[src/rtl/fifo_rd_stream_if.sv]
// fifo_rd_stream_if: FIFO pop side plus ready/valid stream plus counter.
// master = stage view, slave = FIFO/consumer/debug view.
interface fifo_rd_stream_if #(
  parameter int data_width = 8,
  parameter int cnt_width  = 32
);
  logic                  fifo_empty;
  logic [data_width-1:0] fifo_dout;
  logic                  fifo_rd_en;
  logic                  out_valid;
  logic                  out_ready;
  logic [data_width-1:0] out_data;
  logic                  cnt_clr;
  logic [cnt_width-1:0]  word_count;

  modport master (
    input  fifo_empty,
    input  fifo_dout,
    input  out_ready,
    input  cnt_clr,
    output fifo_rd_en,
    output out_valid,
    output out_data,
    output word_count
  );

  modport slave (
    output fifo_empty,
    output fifo_dout,
    output out_ready,
    output cnt_clr,
    input  fifo_rd_en,
    input  out_valid,
    input  out_data,
    input  word_count
  );
endinterface

[src/rtl/fifo_rd_stream.sv]
// fifo_rd_stream: FIFO read side (1-cycle latency) to ready/valid stream.
// Ports: clk, rst_n (async, low), bus (fifo_*, out_*, cnt_clr, word_count).
module fifo_rd_stream #(
  parameter int data_width = 8,
  parameter int buf_depth  = 2,
  parameter int cnt_width  = 32
) (
  input  logic             clk,
  input  logic             rst_n,
  fifo_rd_stream_if.master bus
);
  // buf_depth is limited to 2..4, so 2 pointer bits and 3 occupancy
  // bits always suffice; the level below never exceeds buf_depth.
  localparam int PW = (buf_depth > 2) ? 2 : 1;
  localparam int OW = 3;
  localparam logic [PW-1:0] LAST = PW'(buf_depth - 1);
  localparam logic [OW-1:0] FULL = OW'(buf_depth);

  logic [data_width-1:0] r_mem [buf_depth];
  logic [PW-1:0]         r_rd_ptr;
  logic [PW-1:0]         r_wr_ptr;
  logic [OW-1:0]         r_occ;
  logic                  r_inflight;
  logic [cnt_width-1:0]  r_cnt;

  logic                  w_pop;
  logic                  w_push;
  logic                  w_rd_en;
  logic [OW-1:0]         w_level;
  logic [PW-1:0]         w_rd_nxt;
  logic [PW-1:0]         w_wr_nxt;

  assign w_pop  = (r_occ != '0) && bus.out_ready;
  assign w_push = r_inflight;

  // Occupancy as it will be once the word in flight lands and the
  // current pop retires; reading only while this is below depth makes
  // overflow impossible while still refilling on the pop cycle.
  assign w_level = r_occ
                 + {{(OW-1){1'b0}}, r_inflight}
                 - {{(OW-1){1'b0}}, w_pop};

  // rst_n gates the request so the FIFO sees no read during reset.
  assign w_rd_en = rst_n && !bus.fifo_empty && (w_level < FULL);

  assign w_rd_nxt = (r_rd_ptr == LAST) ? '0 : r_rd_ptr + 1'b1;
  assign w_wr_nxt = (r_wr_ptr == LAST) ? '0 : r_wr_ptr + 1'b1;

  assign bus.fifo_rd_en = w_rd_en;
  assign bus.out_valid  = (r_occ != '0);
  assign bus.out_data   = r_mem[r_rd_ptr];
  assign bus.word_count = r_cnt;

  always_ff @(posedge clk or negedge rst_n) begin
    if (!rst_n) begin
      r_inflight <= 1'b0;
      r_occ      <= '0;
      r_rd_ptr   <= '0;
      r_wr_ptr   <= '0;
    end else begin
      r_inflight <= w_rd_en;
      r_occ      <= r_occ
                  + {{(OW-1){1'b0}}, w_push}
                  - {{(OW-1){1'b0}}, w_pop};
      if (w_push) r_wr_ptr <= w_wr_nxt;
      if (w_pop)  r_rd_ptr <= w_rd_nxt;
    end
  end

  // Storage is cleared so out_data reads 0 until the first push.
  always_ff @(posedge clk or negedge rst_n) begin
    if (!rst_n) begin
      for (int i = 0; i < buf_depth; i++) r_mem[i] <= '0;
    end else if (w_push) begin
      r_mem[r_wr_ptr] <= bus.fifo_dout;
    end
  end

  always_ff @(posedge clk or negedge rst_n) begin
    if (!rst_n)           r_cnt <= '0;
    else if (bus.cnt_clr) r_cnt <= '0;
    else if (w_pop)       r_cnt <= r_cnt + 1'b1;
  end

`ifndef SYNTHESIS
  a_no_ovf: assert property (@(posedge clk) disable iff (!rst_n)
    !(w_push && (r_occ == FULL) && !w_pop));
`endif

endmodule

[src/flat_wrapper.sv]
// flat-port wrapper written by rule: the top's interface ports become plain ports
module fifo_rd_stream_flat 
#(
  parameter int data_width = 8,
  parameter int buf_depth  = 2,
  parameter int cnt_width  = 32
)
  (clk, rst_n, bus_fifo_empty, bus_fifo_dout, bus_out_ready, bus_cnt_clr, bus_fifo_rd_en, bus_out_valid, bus_out_data, bus_word_count);
  fifo_rd_stream_if #(.data_width(data_width), .cnt_width(cnt_width)) bus_i ();
  input  logic clk;
  input  logic rst_n;
  input wire logic [$bits(bus_i.fifo_empty)-1:0] bus_fifo_empty;
  input wire logic [$bits(bus_i.fifo_dout)-1:0] bus_fifo_dout;
  input wire logic [$bits(bus_i.out_ready)-1:0] bus_out_ready;
  input wire logic [$bits(bus_i.cnt_clr)-1:0] bus_cnt_clr;
  output wire logic [$bits(bus_i.fifo_rd_en)-1:0] bus_fifo_rd_en;
  output wire logic [$bits(bus_i.out_valid)-1:0] bus_out_valid;
  output wire logic [$bits(bus_i.out_data)-1:0] bus_out_data;
  output wire logic [$bits(bus_i.word_count)-1:0] bus_word_count;
  assign bus_i.fifo_empty = bus_fifo_empty;
  assign bus_i.fifo_dout = bus_fifo_dout;
  assign bus_i.out_ready = bus_out_ready;
  assign bus_i.cnt_clr = bus_cnt_clr;
  assign bus_fifo_rd_en = bus_i.fifo_rd_en;
  assign bus_out_valid = bus_i.out_valid;
  assign bus_out_data = bus_i.out_data;
  assign bus_word_count = bus_i.word_count;
  fifo_rd_stream #(.data_width(data_width), .buf_depth(buf_depth), .cnt_width(cnt_width)) u_core (.clk(clk), .rst_n(rst_n), .bus(bus_i));
endmodule
[config.mk]
export PLATFORM = sky130hd
export DESIGN_NAME = fifo_rd_stream_flat
export DESIGN_NICKNAME = d
export VERILOG_FILES = /design/src/rtl/fifo_rd_stream_if.sv /design/src/rtl/fifo_rd_stream.sv /design/src/flat_wrapper.sv
export SDC_FILE = /design/constraint.sdc
export NUM_CORES = 1
export LEC_CHECK = 0
export CELL_PAD_IN_SITES_DETAIL_PLACEMENT = 0
export CELL_PAD_IN_SITES_GLOBAL_PLACEMENT = 1
export CORE_ASPECT_RATIO = 1.2
export CORE_UTILIZATION = 40
export DETAILED_ROUTE_END_ITERATION = 16
export PLACE_DENSITY = 0.77
export SYNTH_ARGS = -nofsm -noshare
export SYNTH_HDL_FRONTEND = slang
export SYNTH_SLANG_ARGS = --single-unit
[constraint.sdc]
create_clock -name clk -period 5.66 [get_ports clk]
set_input_delay 0.849 -clock clk [delete_from_list [all_inputs] [get_ports clk]]
set_output_delay 0.849 -clock clk [all_outputs]
set_load 0.02 [all_outputs]
---- Yosys cells after proc, flatten, opt, wreduce, memory -nomap -nowiden ----
Index checks and enable logic that the tools add are counted.
cells by class
  add/sub/neg operators ................... 5
  magnitude comparators ................... 4
  mux-type cells .......................... 10
  bitwise operators ....................... 2
  reductions and logical operators ........ 7
operator list
  kind                                                                  count
  32-bit two-way mux                                                    2
  32-bit by 1-bit adder with 32-bit output, second input constant       1
  8-bit two-way mux                                                     4
  16-bit bitwise mux                                                    1
  8-bit demux with 1-bit select                                         1
  2-bit >= comparator, second input constant                            2
  1-bit logical AND                                                     4
  1-bit NOT with 2-bit output                                           2
  3-bit by 1-bit adder with 3-bit output                                1
  3-bit by 2-bit < comparator with 1-bit output, second input constant  1
  3-bit nonzero test                                                    1
  3-bit by 1-bit subtractor with 3-bit output                           1
  1-bit adder, second input constant                                    2
  2-bit by 1-bit < comparator with 1-bit output, second input constant  1
  1-bit two-way mux                                                     2
  2-bit nonzero test                                                    1
  1-bit zero test                                                       1
storage, ports and cells
  flip-flop bits (word level) ............. 54
  output and inout bits ................... 42
  logic and storage cells ................. 35

---- Depth between registers and ports, before layout ----
  depth after elaboration ................. 6
  gate-level depth with buffers ........... 11
  depth with buffers taken out ............ 10

---- Least setup slack after synthesis ----
No wires, ideal clock.
  path kind ............................... input to output
  from .................................... input bus_out_ready
  to ...................................... output bus_fifo_rd_en
  arrival time ............................ 2.980 ns
  slack ................................... 1.831 ns
  cell stages on the path ................. 11
  path buffers ............................ 1
  cells stage by stage .................... o31ai_2 > inv_2 > buf_2 > ha_1 > inv_1 > ha_1 > inv_1 > fa_1 > xnor2_1 > xnor2_1 > nor3_1
between the ends
  longest elaborated chain between the ends .. 4
RTL lines
  element                                        RTL line              source
  start: declaration                             flat_wrapper.sv:14    input wire logic [$bits(bus_i.out_ready)-1:0] bus_out_ready;
  1-bit logical AND                              fifo_rd_stream.sv:33  assign w_pop = (r_occ != '0) && bus.out_ready;
  named net u_core.w_pop                         fifo_rd_stream.sv:26  logic w_pop;
  3-bit by 1-bit subtractor with 3-bit output    fifo_rd_stream.sv:41  - {{(OW-1){1'b0}}, w_pop};
  named net u_core.w_level[2]                    fifo_rd_stream.sv:29  logic [OW-1:0] w_level;
  3-bit by 2-bit < comparator with 1-bit output  fifo_rd_stream.sv:44  assign w_rd_en = rst_n && !bus.fifo_empty && (w_level < FULL);
  1-bit logical AND                              fifo_rd_stream.sv:44
  end: declaration                               flat_wrapper.sv:16    output wire logic [$bits(bus_i.fifo_rd_en)-1:0] bus_fifo_rd_en;
The timed path passes the listed nets, and every way through them passes these cells.

---- Final worst setup path ----
  from .................................... input bus_out_ready
  to ...................................... output bus_fifo_rd_en
between the ends
  longest elaborated chain between the ends .. 4
RTL lines
  element                                        RTL line
  1-bit logical AND                              fifo_rd_stream.sv:33
  3-bit by 1-bit subtractor with 3-bit output    fifo_rd_stream.sv:41
  named net u_core.w_level[2]                    fifo_rd_stream.sv:29
  3-bit by 2-bit < comparator with 1-bit output  fifo_rd_stream.sv:44
  1-bit logical AND                              fifo_rd_stream.sv:44
The timed path passes the listed nets, and every way through them passes these cells.

==> metrics.md <==
| Metric | Value |
|---|---|
| Routed via count | `2130` |
| Commonest non-fill, non-tap cell in the layout | `dfrtp_1` |
| Comb pwr share | `33.9%` |
| Peak supply drop | `0.000259 V` |
| Starting Density | `41.5%` |
| Met3 routed WL | `300 µm` |
| Clock skew | `0.0131 ns` |
| Vias per cell | `5.55` |
| Max stage delay on crit path | `0.65 ns` |
| Area delta synth->final | `26.3%` |
| Fin area | `3400 µm²` |
| Vias in the first global route | `2105` |
| Cell family with most CP delay | `buffers and inverters` |
| Worst path slowest cell | `clkdlybuf4s50_1` |
| Switching Power | `0.000384 W` |
| Routed WL | `6.07 mm` |
| Placer congestion estimate | `0.731` |
| Global route overflow | `0` |
| F_max | `213 MHz` |
| Final Max Tran Viols | `0` |
| Min-delay worst type | `flip-flop to flip-flop` |
| Worst-path clk slew | `0.11 ns` |
| Hold Vio Cnt, Final | `0` |
| Drc violations | `0` |
| DRT antenna net count | `0` |
| Reg2reg start | `u_core.r_occ[2]` |
| Hold-fix buffer count after cts | `0` |
| H-tree Lvls | `2` |
| Share of cells above drive strength 1 | `13.7%` |
| Worst slew margin | `51.5%` |
| CP required | `4.81 ns` |
| Post-CTS Resized | `0` |
| Avg WL per Cell | `15.8 µm` |
| Clock Tree Root | `clkbuf_8` |
| Sw frac | `31.6%` |
| Clock power share | `22.1%` |
| IO Pins | `55` |
| Placed cell areas | `3290 µm²` |
| Sequential share of power | `44.0%` |
| Port Buf Inserts | `54` |
| Hold path start | `u_core.r_wr_ptr` |
| Worst Setup SP | `bus_out_ready` |
| DIE WIDTH | `76.9 µm` |
| Clk buf depth | `2` |
| Post-DP HPWL | `4.08 mm` |
| CTS tree | `yes` |
| Tcrit/Tclk final | `82.8%` |
| Crit Path Max Fanout | `14` |
| Worst skew pair latency | `0.31 ns` |
| Post-Syn Area | `2690 µm²` |
| ANT cells | `0` |
| Layout net count | `315` |
| Clock sink count | `54` |
| Slew @ Worst Pin | `0.726 ns` |
| Post-Synthesis Cells | `247` |
| Fillers | `628` |
| Sequential-to-total area share from yosys stat | `50.2%` |
| DP Worst Slack | `0.976 ns` |
| Startpoint types | `input pin` |
| P per Cell Area | `357 nW/µm²` |
| Gr usage total | `18.6%` |
| Setup-failing EPs final | `0` |
| # rows | `32` |
| Pwr Total | `0.00122 W` |
| Internal power | `0.000831 W` |
| CP Class | `input pin to primary output` |
| Fin Setup TNS | `0 ns` |
| Met2 WL | `2.99 mm` |
| Seq cells post-synth | `54` |
| Die Ht | `91.9 µm` |
| Crit path time final | `4.68 ns` |
| Cell chain of the critical path | `clkdlybuf4s50_1, o31ai_2, inv_2, ha_1, inv_1, ha_1, inv_1, fa_1, xnor2_1, xnor2_1, nor3_1, clkdlybuf4s50_1` |
| Wl on met1 | `2.73 mm` |
| Worst path bufs/invs | `5` |
| Crit path capture type | `primary output` |
| Synth Warn # | `0` |
| DR top layer | `met4` |
| Largest net degree at the start of global routing | `55` |
| RSZ-0062 raised after global routing | `false` |
| Status | `completed` |
| Cts bufs inserted | `5` |
| CP Data Arrival Time | `3.84 ns` |
| Leak Pwr | `1.31 nW` |
| Avg Cell Area, Syn | `10.9 µm²` |
| Die area | `7070 µm²` |
| First-pass GRT wire length | `10.4 mm` |
| PnR worst setup slack | `0.976 ns` |
| Core Util, Final | `52.4%` |
| Postcts setup bufs | `0` |
| Core area | `6490 µm²` |
| Commonest cells after routing, fill and taps aside | `dfrtp_1, clkdlybuf4s50_1, mux2_2, a21oi_1` |
| Max Cap Viol | `0` |
| DR pass1 iterations | `4` |
| Mapped Nets | `264` |
| Yosys cell types | `30` |
| DR iter-0 viols | `136` |
| Initial antenna violation count | `0` |
synthesized netlist by cell type:
cell type  instances  area, µm²
dfrtp_1           54       1350
mux2_2            26        293
a21oi_1           19       95.1
nor2_1            14       52.6
o31ai_1           14        105
or4_1             14        105
nand4_1           13       81.3
nand2_1           11       41.3
nand3_1           10       50.1
clkbuf_1           8       30.0
inv_1              8       30.0
xor2_1             8       70.1
and4_1             7       61.3
xnor2_1            7       61.3
o21ai_0            5       25.0
or3_1              5       31.3
ha_1               3       37.5
nor2b_1            3       18.8
nor4_1             3       18.8
and2_1             2       12.5
and3_1             2       12.5
buf_6              2       22.5
nor3_1             2       10.0
buf_1              1       3.75
buf_2              1       5.00
fa_1               1       20.0
inv_2              1       3.75
nand3_4            1       17.5
o2111ai_2          1       15.0
o31ai_2            1       12.5
sequential cells by signal (all words and copies together) (netlist names):
signal / flops
u_core.r_occ: 3
u_core.bus.word_count: 32
u_core.r_mem: 16
u_core.r_rd_ptr: 1
u_core.r_inflight: 1
u_core.r_wr_ptr: 1
kinds of logic after synthesis:
kind of cell | Yosys count | synth area share, %
adders and majority gates | 4 | 2.14
and+or+nand+nor | 87 | 19.0
muxes | 26 | 10.9
AOI/OAI and AO/OA | 40 | 9.38
xor gates and xnor gates | 15 | 4.88
buffers and inverters | 21 | 3.53
DFF | 54 | 50.2
area by class of cell:
type                    count  area, µm²  area share (%)
clock buffers               5       68.8            2.02
clock inverters             3       43.8            1.29
inverters                   9       33.8           0.993
multi-input cells         172       1250            36.7
flip-flops and latches     54       1350            39.7
well taps                  85        106            3.13
repair buffers             56        551            16.2
final timing paths:
kind	to	slack (ns)	cells past startpoint
worst max-delay path	bus_fifo_rd_en	0.98	12
max in group asynchronous	u_core.r_occ[2]	4.46	2
worst min-delay path	u_core.r_wr_ptr	0.51	1
min in group asynchronous	u_core.bus.word_count[25]	0.73	2
worst max register to register	u_core.r_inflight	2.97	10
worst min register to register	u_core.r_wr_ptr	0.51	1
power groups by stage:
stage	clock, W	combinational, W	sequential (W)
finish	0.000269	0.000412	0.000535
global route	0.000289	0.000450	0.000548
CTS	0.000276	0.000419	0.000537
detailed placement	0	0.000415	0.000544
global placement	0	0.000411	0.000541
floorplan	0	0.000285	0.000520
worst reg2reg max path, delay by kind of cell (launching register included):
kind,cells,cell delay (ns)
AO/OA/AOI/OAI,1,0.45
buffers and inverters,3,0.34
XOR/XNOR,2,0.29
AND/OR/NAND/NOR,1,0.23
flip-flops,1,0.41
adder cells (fa/ha/maj),3,0.87
metal layers:
| layer | track usage (%) | vias to the layer above |
|---|---|---|
| li1 | - | 1017 |
| met1 | 23.7 | 1059 |
| met2 | 31.4 | 49 |
| met3 | 4.18 | 5 |
| met4 | 5.13 | 0 |
| met5 | 0 | - |
stage by stage:
step           cells  hold WS [ns]
3_3_place_gp     376         0.475
3_5_place_dp     376         0.487
6_report         384         0.508
5_1_grt          384         0.526
2_1_floorplan    247         0.461
4_1_cts          384         0.512
No activity file was read; power rests on OpenSTA's default activity.
